$ cat src/rtl/hazard_ctrl.sv
// Pipeline sequencing controller: load-use, branch-flush, multiply and
// memory-stall hold/flush/bubble generation plus a stall-cycle counter.
module hazard_ctrl #(
    parameter int MUL_LAT = 4,
    parameter int CNT_W   = 16
) (
    input  logic             clk_i,
    input  logic             rst_i,
    input  logic             IDEX_memread_i,
    input  logic [4:0]       IDEX_rd_i,
    input  logic [4:0]       IFID_rs_i,
    input  logic [4:0]       IFID_rt_i,
    input  logic             branch_taken_i,
    input  logic             mul_start_i,
    input  logic             mem_stall_i,
    output logic             pc_hold_o,
    output logic             ifid_hold_o,
    output logic             ifid_flush_o,
    output logic             idex_bubble_o,
    output logic             ex_hold_o,
    output logic             mem_freeze_o,
    output logic [1:0]       state_o,
    output logic [CNT_W-1:0] stall_cycles_o
);

    typedef enum logic [1:0] {
        RUN = 2'd0,
        MUL = 2'd1,
        MEM = 2'd2
    } state_t;

    localparam logic [3:0] MUL_INIT = 4'(MUL_LAT - 2);

    state_t     state_q, state_d;
    state_t     saved_q, saved_d;
    state_t     eff;
    logic [3:0] cnt_q, cnt_d;
    logic [CNT_W-1:0] stall_q;

    logic luh;
    logic pc_hold, ifid_hold, ifid_flush;
    logic idex_bubble, ex_hold, mem_freeze;

    assign luh = IDEX_memread_i
               & (IDEX_rd_i != 5'd0)
               & ((IDEX_rd_i == IFID_rs_i) | (IDEX_rd_i == IFID_rt_i));

    // Leaving MEM re-applies the rules of the interrupted state in the
    // same cycle, so the freeze costs no extra cycle.
    assign eff = (state_q == MEM) ? saved_q : state_q;

    always_comb begin
        pc_hold     = 1'b0;
        ifid_hold   = 1'b0;
        ifid_flush  = 1'b0;
        idex_bubble = 1'b0;
        ex_hold     = 1'b0;
        mem_freeze  = 1'b0;
        state_d     = state_q;
        saved_d     = saved_q;
        cnt_d       = cnt_q;
        priority case (1'b1)
            mem_stall_i: begin
                pc_hold    = 1'b1;
                ifid_hold  = 1'b1;
                mem_freeze = 1'b1;
                state_d    = MEM;
                if (state_q != MEM)
                    saved_d = state_q;
            end
            (eff == MUL): begin
                pc_hold   = 1'b1;
                ifid_hold = 1'b1;
                ex_hold   = 1'b1;
                if (cnt_q == 4'd0) begin
                    state_d = RUN;
                end else begin
                    cnt_d   = cnt_q - 4'd1;
                    state_d = MUL;
                end
            end
            luh: begin
                pc_hold     = 1'b1;
                ifid_hold   = 1'b1;
                idex_bubble = 1'b1;
                state_d     = RUN;
            end
            default: begin
                state_d    = RUN;
                ifid_flush = branch_taken_i;
                if (mul_start_i) begin
                    state_d = MUL;
                    cnt_d   = MUL_INIT;
                end
            end
        endcase
    end

    always_ff @(posedge clk_i or negedge rst_i) begin
        if (!rst_i) begin
            state_q <= RUN;
            saved_q <= RUN;
            cnt_q   <= 4'd0;
        end else begin
            state_q <= state_d;
            saved_q <= saved_d;
            cnt_q   <= cnt_d;
        end
    end

    always_ff @(posedge clk_i or negedge rst_i) begin
        if (!rst_i)
            stall_q <= '0;
        else if (pc_hold_o && (stall_q != {CNT_W{1'b1}}))
            stall_q <= stall_q + 1'b1;
    end

    assign pc_hold_o      = rst_i & pc_hold;
    assign ifid_hold_o    = rst_i & ifid_hold;
    assign ifid_flush_o   = rst_i & ifid_flush;
    assign idex_bubble_o  = rst_i & idex_bubble;
    assign ex_hold_o      = rst_i & ex_hold;
    assign mem_freeze_o   = rst_i & mem_freeze;
    assign state_o        = state_q;
    assign stall_cycles_o = stall_q;

endmodule

$ cat config.mk
export PLATFORM = sky130hd
export DESIGN_NAME = hazard_ctrl
export DESIGN_NICKNAME = d
export VERILOG_FILES = /design/src/rtl/hazard_ctrl.sv
export SDC_FILE = /design/constraint.sdc
export NUM_CORES = 1
export LEC_CHECK = 0
export CORE_MARGIN = 4
export CORE_UTILIZATION = 30
export DETAILED_ROUTE_END_ITERATION = 7
export PLACE_DENSITY_LB_ADDON = 0.3
export SYNTH_ARGS = -nofsm -noshare
export SYNTH_HDL_FRONTEND = slang
export SYNTH_SLANG_ARGS = --single-unit
$ cat constraint.sdc
create_clock -name clk_i -period 2.2 [get_ports clk_i]
set_clock_uncertainty 0.1 [all_clocks]
set_input_delay 0.22 -clock clk_i [delete_from_list [all_inputs] [get_ports clk_i]]
set_output_delay 0.22 -clock clk_i [all_outputs]
set_load 0.02 [all_outputs]
==> results summary, run 1 <==
The maximum buffer depth of the clock tree came out at 2. The number of port buffers came out at 44. Signal routing reaches up to met4. The worst ir drop on vdd came out at approximately 260 µV.

In this run, distinct cell masters in the synthesized netlist total 32. The per-cell routed wire length is 14.0 µm. The clock insertion delay at the later pin of the skew report came out at 260 ps.

The die is about 75 µm tall. For this run, design rule violations remaining after detail routing come to 0. The path type of the worst min-delay path is in2async. The global-route wire length before repair is 5640 µm. The number of global-route vias before repair is around 1300.

Along the worst path, the maximum fanout reaches 3. The warning count from the yosys run came out at 0. The max-slew headroom at the worst pin came out at 77.8%. After synthesis, the largest family of logic cells by area is simple AND/OR/NAND/NOR gates. Summed over all layers, the routed wires come to 3440 µm.

The antenna diode count is 0. The synthesized instance count is 135. The final period demand of the worst path is between 2000 and 2500 ps. The number of nets still failing antenna checks after routing is 0. The total power of the final layout came out at 1.56 mW.

The clock input transition at the sequential cells of the worst setup and hold paths came out at about 80 ps. The fraction of power consumed by combinational cells is 43.5%. The total internal power came out at 1.01 mW. The maximum clock rate came out at 487 MHz. In the finished design, the share of the clock period the worst path needs comes to 93.4%.

The post-DP HPWL came out at 2610 µm. The total net switching power is about 0.55 mW. The standard cell area after detailed placement is 1950 µm². Max-cap violations in this run came to 0. In the layout the commonest cells are 35 x clkdlybuf4s50_1, 24 x dfrtp_1, 15 x nand2_1, 15 x buf_4, 13 x xor2_1.

STA classifies the critical path startpoint as an input pin. The total global-route track usage came out at between 10% and 20%. Together, buffers and inverters on the worst path number 2. The number of filler cells placed in the layout is 416. The largest stage delay on the critical path came out at 530 ps.

The total power per unit cell area came out at roughly 800 nW/µm². The portion of netlist area occupied by mux cells is 2.24%. The relative area change from synthesis to final layout is 49.6%.

Leaving out fill and tap cells, the most frequent cell in the layout is clkdlybuf4s50_1. Data on the critical path is required at its endpoint by 1880 ps. The pin count of the biggest net entering global routing is 18.

The number of enable-type register cells in the synthesized netlist came out at 0. The effective utilization at floorplan is 31.0%. Setup repair after global routing left no endpoint under its margin.

The footprint of the multi-input gates is 708 µm². The worst path arrival time came out at between 1500 and 2000 ps. The worst register-to-register path ends at stall_cycles_o[10]. Summing the areas of all fa, ha and maj instances in the mapped netlist gives 2.80% of the synthesized area. The core outline area is 4320 µm².

The share of layout cells above drive strength 1 is between 10% and 20%. The register area is 601 µm². The worst flop-to-flop path startpoint is stall_cycles_o[0]. The total standard cell area after synthesis is 1340 µm². The row count came out at 24.

At the pin with the least slew margin, the transition time is 330 ps. In this run the static leakage power is 0.927 nW. The synthesized net count is 159. The complex-gate fraction of the synthesized area is between 8 and 9%.

The routed design uses 247 µm of met3 wire. The routed design uses 1680 µm of met2 wire. The final count of negative-setup-slack endpoints came out at 0. The signal on the critical path passes through clkdlybuf4s50_1 > xnor2_1 > nand3_1 > o22ai_2 > and4_1 > clkdlybuf4s15_1. The slack of the worst reg-to-reg path is 160 ps. The most common flop cell mapped by yosys is dfrtp_1. The CTS H-tree depth came out at 1. The xor/xnor cell area share of the yosys netlist is roughly 16%. Detailed routing inserted a total of 1183 vias. The share of the Yosys chip area taken by registers is between 40% and 50%.

The tree built by TritonCTS fans out to 24 sinks. The post-synthesis simple-gate area fraction came out at 22.4%. The final core area utilization is 46.4%. The switching portion of total power is a little over a third. The routed length on met1 is 1500 µm. Measured in cells, the most critical reg-to-reg path has a length of 8. In this run the worst setup path begins at IDEX_rd_i[0].

The fraction of power consumed by the clock network came out at 16.2%. After the first detailed-routing iteration, the DRC count stood at 23. Dividing the synthesized area by the synthesized cell count gives 9.93 µm².

The area enclosed by the die boundary came out at 5600 µm². The power share of the sequential group is 40.3%. At the end of routability-driven placement, the weighted congestion stood at a little over 0.8.

The number of max-slew violations in the final report is 0. Synthesis inferred 24 register bits. The critical path is of the in2out type.

The detail-routed via count per cell is 4.81. In the final design database the tool counted 220 nets. 45 I/O pins were placed.

In the synthesized netlist the async set-or-reset flop fraction comes to 100%. The number of hold violations in the final report is 0. The final design instance area without fill is 2000 µm². The CTS buffer count is 3. The initial antenna violation count is 0. STA classifies the critical path endpoint as an output port.

The first-pass detailed-route iteration total is 4. In this run the horizontal extent of the chip is approximately 75 µm. The root buffer cell chosen for the clock tree is clkbuf_8. The slowest stage of the critical path belongs to the cell clkdlybuf4s50_1. TritonCTS built the clock tree. The total congestion overflow after global routing is 0. The run finished with clean final reports. Broken down by cell family, the worst path's largest delay share belongs to buffers and inverters.
-- registers in the layout, indices dropped and copies added, names as in the netlist --
| register | flops |
|---|---|
| state_o | 2 |
| cnt_q | 4 |
| saved_q | 2 |
| stall_cycles_o | 16 |
-- synth_stat cells, types with 2 or more instances --
cell type,number,area share (%)
xnor2_1,11,7.2
nor2b_1,4,1.9
nor4_1,3,1.4
a21oi_1,3,1.1
xor2_1,13,8.5
nor2_1,4,1.1
and3_1,5,2.3
a311oi_1,2,1.3
nand2_1,16,4.5
ha_1,3,2.8
inv_1,6,1.7
nand3_1,5,1.9
dfrtp_1,24,45
nor3b_1,3,1.7
o21ai_0,4,1.5
mux2_4,2,2.2
nand4_1,2,0.93
nor3_1,11,4.1
-- metrics by stage --
| stage | hold slack [ps] | std cells | setup slack (ps) | setup TNS [ps] |
|---|---|---|---|---|
| 2_1_floorplan | -176 | 135 | 61.2 | 0 |
| 3_3_place_gp | 377 | 243 | -512 | -4040 |
| 3_5_place_dp | 386 | 243 | -534 | -4660 |
| 4_1_cts | 173 | 246 | 12.0 | 0 |
| 5_1_grt | 177 | 246 | 43.4 | 0 |
| 6_report | 181 | 246 | 146 | 0 |
-- worst max-delay path by stage --
stage	endpoint	slack (ps)	cells after the start
CTS	ifid_flush_o	10	6
floorplan	stall_cycles_o[1]	60	7
global placement	ifid_flush_o	-510	6
finish	idex_bubble_o	150	6
global route	stall_cycles_o[10]	40	8
detailed placement	ifid_flush_o	-530	6
-- metal layers --
metal,global-route usage (%),vias to the layer above
li1,-,584
met1,15.7,560
met2,22.9,37
met3,2.40,2
met4,3.56,0
met5,0,-
-- cell type report --
cell class / instances / area share [%]
multi-input combinational: 102 / 35.3
sequential: 24 / 30.0
timing repair buffer: 59 / 28.3
tap: 52 / 3.25
clock buffer: 3 / 2.06
inverter: 6 / 1.12
-- timing repair --
item	CTS	global route
gates resized for setup	22	5
setup buffers	0	0
hold endpoints to repair	0	0
hold buffers	0	0
pin swaps	4	4
endpoints found under the setup margin	5	10
-- cells by family (layout without fill, tap and decap cells) --
family / Yosys count / count (layout)
mux: 2 / 2
buf+inv: 9 / 68
simple gates: 58 / 58
compound gates: 15 / 15
flops: 24 / 24
xor+xnor: 24 / 24
fa+ha+maj: 3 / 3
-- power by group through the flow --
| stage | clock network (mW) | registers, mW | logic (mW) |
|---|---|---|---|
| after CTS | 0.266 | 0.630 | 0.685 |
| after detailed placement | 0 | 0.638 | 0.682 |
| after global routing | 0.280 | 0.646 | 0.751 |
| after floorplan | 0 | 0.711 | 0.280 |
| after global placement | 0 | 0.631 | 0.662 |
| final | 0.253 | 0.630 | 0.679 |
(Power assumes the default switching activity.)
==> run 2, diff against run 1 <==
GPL_TIMING_DRIVEN = 0   (was unset)
==> run 2 against run 1 <==
- the flow now finishes with violations (hold timing)
- fmax shrank 1.8%
- via count decreased by 2.5%
- register-to-register slack lost 40 ps
- clock power increased by 17%
- die area did not move
- final cell count decreased by 3.3%
- critical endpoint is now mem_freeze_o
==> results summary, run 2 (synthesis gave the netlist of run 1 again) <==
The number of hold violations in the final report is 12. The number of filler cells placed in the layout is 414. TritonCTS built the clock tree.

The total power of the final layout is between 1.5 and 2 mW. The run finished, with violations left. The net count of the finished layout is 211.

The most common cell after layout, fill and taps aside is clkdlybuf4s50_1. The final count of negative-setup-slack endpoints is 0. Based on the critical path, the design can be clocked at up to between 400 and 500 MHz. The cell that appears most often on the critical path is clkdlybuf4s50_1. The total power per unit cell area came out at 812 nW/µm².

Buffers inserted during clock tree synthesis total 3. Once detail routing completed, the nets flagged for antenna violations numbered 0. The later pin in the worst-skew pair is clocked with a latency of ~260 ps.

The per-cell routed wire length came out at ~14 µm. The effective utilization at floorplan is 31.0%. The number of max-slew violations in the final report is 0. From left edge to right edge, the die measures 74.8 µm. The master of the slowest instance on the critical path is clkdlybuf4s50_1.

At the worst endpoint, the arrival time is 1770 ps. The final core area utilization is between 40% and 50%. The first TritonRoute pass finished after 4 iterations. At the pin with the least slew margin, the transition time is 711 ps.

The leakage component of the power is 0.885 nW. The final layout contains routed wiring with a total length of 3290 µm. The worst setup path is captured at an output port. The via count came out at 1154. The worst ir drop on vdd came out at 575 µV.

The worst path buffer plus inverter count is 3. 0 antenna diodes ended up in the layout. The count of maximum capacitance violations came out at 0. In this run the count of I/O pins placed on the die edge is between 40 and 50.

Entering global routing, the biggest net connects 33 pins. The global-route wire length before repair is 5220 µm. The worst path needs 2090 ps of the cycle, external delays included.

The worst slack after detailed placement came out at -864 ps. The standard cell area after detailed placement is 1850 µm². In this design, the largest share of critical-path delay is due to buffers and inverters. The number of global-route vias before repair came out at 1166.

The post-route worst setup slack came out at 109 ps. The maximum buffer depth of the clock tree is 2. The initial antenna violation count came out at 0.

The kind of start point of the critical path is an input pin. Detailed placement ended at an HPWL of about 2400 µm. The largest driver fanout on the critical path is 8.

The worst path required time came out at 1880 ps. The die covers 5600 µm². The global placer's final weighted congestion is 0.769. The CTS H-tree depth is 1. The max-slew headroom at the worst pin came out at between 50% and 60%. For this run, the slowest stage of the critical path takes between 500 and 600 ps. The share of the clock period used by the worst path after layout is 95.0%.

The initial DRC count came out at 24. The final hold slack is -9.03 ps. In this run the standard cell core region covers 4320 µm². Setup repair after global routing left no endpoint under its margin. The critical path is of the in2out type. The die is 74.8 µm tall. The checks that failed: hold timing. The number of sinks handled by clock tree synthesis came out at 24.

Walking the worst path, the cells encountered are clkdlybuf4s50_1 > clkbuf_1 > and2_1 > clkdlybuf4s50_1. The share of layout cells above drive strength 1 came out at between 10% and 20%. Global routing used 11.9% of the available tracks across all layers. The number of flip-flops under the largest register name came out at 16. The detail-routed via count per cell came out at slightly below 5. The initialized floorplan defines 24 standard-cell rows. In the final timing run, aggregate negative setup slack is 0 ps. The clock input transition at the sequential cells of the worst setup and hold paths came out at 90 ps. The finished cells cover 1940 µm². The number of port buffers came out at 44. The path type of the worst min-delay path is in2async.

The total congestion overflow after global routing is 0. After detailed routing, the number of remaining DRC violations is 0. The relative area change from synthesis to final layout is 44.4%.

The tree is rooted in a clkbuf_8. In the layout the commonest cells are 33 x clkdlybuf4s50_1, 24 x dfrtp_1, 15 x nand2_1.
-- run 2: changes by cell type in the layout (fill, tap and decap cells not counted), sizes merged --
cell / change
buf: -10
clkbuf: +5
clkdlybuf4s15: -1
clkdlybuf4s18: +1
clkdlybuf4s50: -2
dlymetal6s2s: -1
-- run 2: where the power goes --
part / internal, mW / leakage, nW / switching [mW] / total [mW]
clock network: 0.160 / 0.0288 / 0.138 / 0.297
logic: 0.316 / 0.548 / 0.316 / 0.632
registers: 0.545 / 0.308 / 0.0975 / 0.642
total: 1.02 / 0.885 / 0.551 / 1.57
-- run 2: worst reg2reg max path, stage by stage (launching register included) --
cell and delay, ps:
dfrtp_1 400, ha_1 190, and3_1 200, nand3_1 160
or3_4 420, nand2_4 140, nor2_2 70, mux2_4 290
-- run 2: what timing repair did --
item / in CTS / in global routing
pin swaps: 3 / 7
hold buffers: 0 / 0
resized for setup: 24 / 15
setup buffers: 2 / 1
cloned: 0 / 0
setup endpoints to repair: 22 / 6
-- run 2: path summary, 6_finish.rpt --
| check | from | to | slack, ps | cells past startpoint |
|---|---|---|---|---|
| max in group asynchronous | rst_i | stall_cycles_o[3] | 1550 | 1 |
| hold / removal | rst_i | cnt_q[2] | -9 | 1 |
| setup reg to reg | stall_cycles_o[1] | stall_cycles_o[1] | 120 | 7 |
| setup / recovery | mem_stall_i | mem_freeze_o | 110 | 4 |
| hold reg to reg | stall_cycles_o[11] | stall_cycles_o[11] | 400 | 1 |
| min in group clk_i | mem_stall_i | state_o[1] | 330 | 1 |
-- run 2: metrics by stage --
stage,hold WS [ps],std cells
floorplan,-176,135
global placement,380,231
detailed placement,384,231
CTS,17.7,237
global route,45.5,238
finish,-9.03,238
-- run 2: area by class of cell --
| class | count | area, µm² | share of cell area [%] |
|---|---|---|---|
| clock buffer | 4 | 55.1 | 2.84 |
| buffer | 3 | 22.5 | 1.16 |
| inverter | 6 | 22.5 | 1.16 |
| timing repair buffer | 47 | 434 | 22.4 |
| tap | 52 | 65.1 | 3.36 |
| sequential | 24 | 601 | 31.0 |
| multi-input combinational | 102 | 736 | 38.0 |
-- run 2: metal layers --
layer,share of wire (%),GRT usage [%]
met1,42,14.3
met2,48,20.8
met3,9.7,3.87
met4,0.64,2.37
met5,0,0
==> run 3, diff against run 2 <==
clock period = 2.55 ns   (was 2.2 ns; I/O delays follow)
==> run 3 against run 2 <==
- the flow now finishes without violations
- worst hold slack improved by 39 ps
- clock-buffer cell count did not move
- wire length is 1.3% lower
- die area is the same
- sequential power shrank 13%
- sequential cell count unchanged
- combinational power fell by 16%
- setup slack gained 38 ps
- critical path type unchanged
- critical endpoint is now ifid_hold_o
- largest cell class unchanged
==> results summary, run 3 (synthesis gave the netlist of run 1 again) <==
The die is 74.8 µm tall. The number of flip-flops under the largest register name came out at 16. In this run the tool buffered the top-level ports with 44 buffer cells.

The effective utilization at floorplan came out at roughly 31%. The clock root buffer is clkbuf_8. The maximum buffer depth of the clock tree is 2. The number of hold-repair buffers added at the cts stage came out at 0. The final hold slack is 30.4 ps. The maximum clock rate is 416 MHz. The actual slew at the worst max-slew pin came out at around 720 ps. The total congestion overflow after global routing came out at 0. The max-slew headroom at the worst pin is 52.0%.

The number of global-route vias before repair was 1154. Row generation in the floorplan step produced 24 rows. The CTS tree is built. The worst path buffer plus inverter count came out at 3.

The number of nets still failing antenna checks after routing came out at 0. The final core area utilization came out at 44.5%. The floorplan die width is 74.8 µm. Dividing the final minimum period by the clock period gives 94.2%. In the routed design, unresolved DRC markers number 0. The critical path goes through clkdlybuf4s50_1 > or4_1 > o21a_1 > a21boi_4 > buf_6 > nor2b_1 > dlygate4sd2_1. The core outline area is 4320 µm². For this design, the sink count on the clock tree is 24. The area enclosed by the die boundary came out at 5600 µm². The total power per unit cell area is around 700 nW/µm².

The largest driver fanout on the critical path is 7. 0 antenna diodes ended up in the layout. The relative area change from synthesis to final layout is 43.7%.

The worst path required time came out at roughly 2200 ps. The worst ir drop on vdd is 501 µV. The CTS buffer count came out at 3. The first routing iteration left 9 violations. The first-pass detailed-route iteration total is 4. Setup violations remaining at the end of the flow were counted as 0.

The total power of the final layout came out at 1.34 mW. Leaving out fill and tap cells, the most frequent cell in the layout is clkdlybuf4s50_1. The clock insertion delay at the later pin of the skew report came out at around 260 ps.

The run finished with clean final reports. The count of maximum capacitance violations came out at 0. The pin count of the biggest net entering global routing came out at 33. STA classifies the critical path startpoint as an input pin. The via count is 1150. STA classifies the critical path endpoint as an output port. The share of layout cells above drive strength 1 is 10.2%. The final period demand of the worst path came out at between 2000 and 2500 ps.

The total number of nets in the final design is 212. The largest stage delay on the critical path came out at 460 ps. The cell family contributing the most delay on the critical path is buffers and inverters.

The post-DP HPWL is 2440 µm. The leakage component of the power came out at 0.885 nW. Setup repair after global routing left no endpoint under its margin. 45 I/O pins were placed. The number of hold violations in the final report is 0.

After layout, the worst setup slack is between 100 and 150 ps. After detailed routing, the total wire length is 3250 µm. At the placement stage, the worst setup path has a slack of -584 ps.

The worst path arrival time is approximately 2100 ps. The global-route wire length before repair came out at about 5200 µm. The CTS H-tree depth is 1. The per-cell routed wire length is approximately 14 µm. The congestion estimate from routability-driven global placement came to 0.769. The slowest stage of the critical path is the clkdlybuf4s50_1 cell. The library cells used most frequently in the layout, excluding fill and tap cells, are 36 x clkdlybuf4s50_1, 24 x dfrtp_1, 16 x nand2_1. Global routing used 11.9% of the available tracks. The path type of the worst min-delay path is in2async. The clock input transition at the sequential cells of the worst setup and hold paths is 80 ps. The number of max-slew violations in the final report is 0. The detail-routed via count per cell is 4.81. The critical path is of the in2out type. The initial antenna violation count was 0.
-- run 3: cell types whose count changed in the layout (fill, tap and decap cells not counted), moves of 2 or more --
| cell | delta |
|---|---|
| clkdlybuf4s50_1 | +3 |
| nor3_2 | -4 |
| nor3_1 | +4 |
| buf_2 | -2 |
-- run 3: power breakdown --
| group | internal (mW) | switching [mW] |
|---|---|---|
| registers | 0.470 | 0.0865 |
| logic | 0.268 | 0.264 |
| clock network | 0.138 | 0.117 |
-- run 3: worst paths after layout --
path / slack (ps) / endpoint / cells past startpoint / from
max reg2reg: 300 / stall_cycles_o[1] / 7 / stall_cycles_o[0]
min in group clk_i: 370 / state_o[1] / 1 / mem_stall_i
max: 150 / ifid_hold_o / 7 / IDEX_rd_i[4]
min: 30 / cnt_q[2] / 1 / rst_i
min reg2reg: 400 / stall_cycles_o[8] / 1 / stall_cycles_o[8]
max in group asynchronous: 1860 / stall_cycles_o[3] / 1 / rst_i
-- run 3: final cells by class --
| class | count | area (µm²) |
|---|---|---|
| fillers | 414 | 2400 |
| multi-input cells | 102 | 701 |
| flip-flops and latches | 24 | 601 |
| repair buffers | 48 | 459 |
| well taps | 52 | 65.1 |
| clock buffers | 4 | 55.1 |
| plain buffers | 3 | 22.5 |
| inverters | 6 | 22.5 |
-- run 3: layer usage --
layer / global-route usage [%] / part of all wire [%] / vias up
met3: 3.87 / 9.1 / 4
met5: 0 / 0 / -
li1: - / - / 571
met4: 2.37 / 0.65 / 0
met1: 14.4 / 42 / 539
met2: 20.7 / 48 / 36
-- run 3: stage by stage --
| step | cell area, µm² | instances | setup TNS, ps |
|---|---|---|---|
| final | 1930 | 239 | 0 |
| after global routing | 1930 | 239 | 0 |
| after CTS | 1910 | 236 | 0 |
| after detailed placement | 1850 | 231 | -7520 |
| after global placement | 1850 | 231 | -6420 |
| after floorplan | 1340 | 135 | 0 |
-- run 3: what timing repair did --
item                                    4_1_cts  5_1_grt
endpoints found under the setup margin       16        3
buffers inserted                              1        3
resized for setup                            10        5
pin swaps                                     1        1
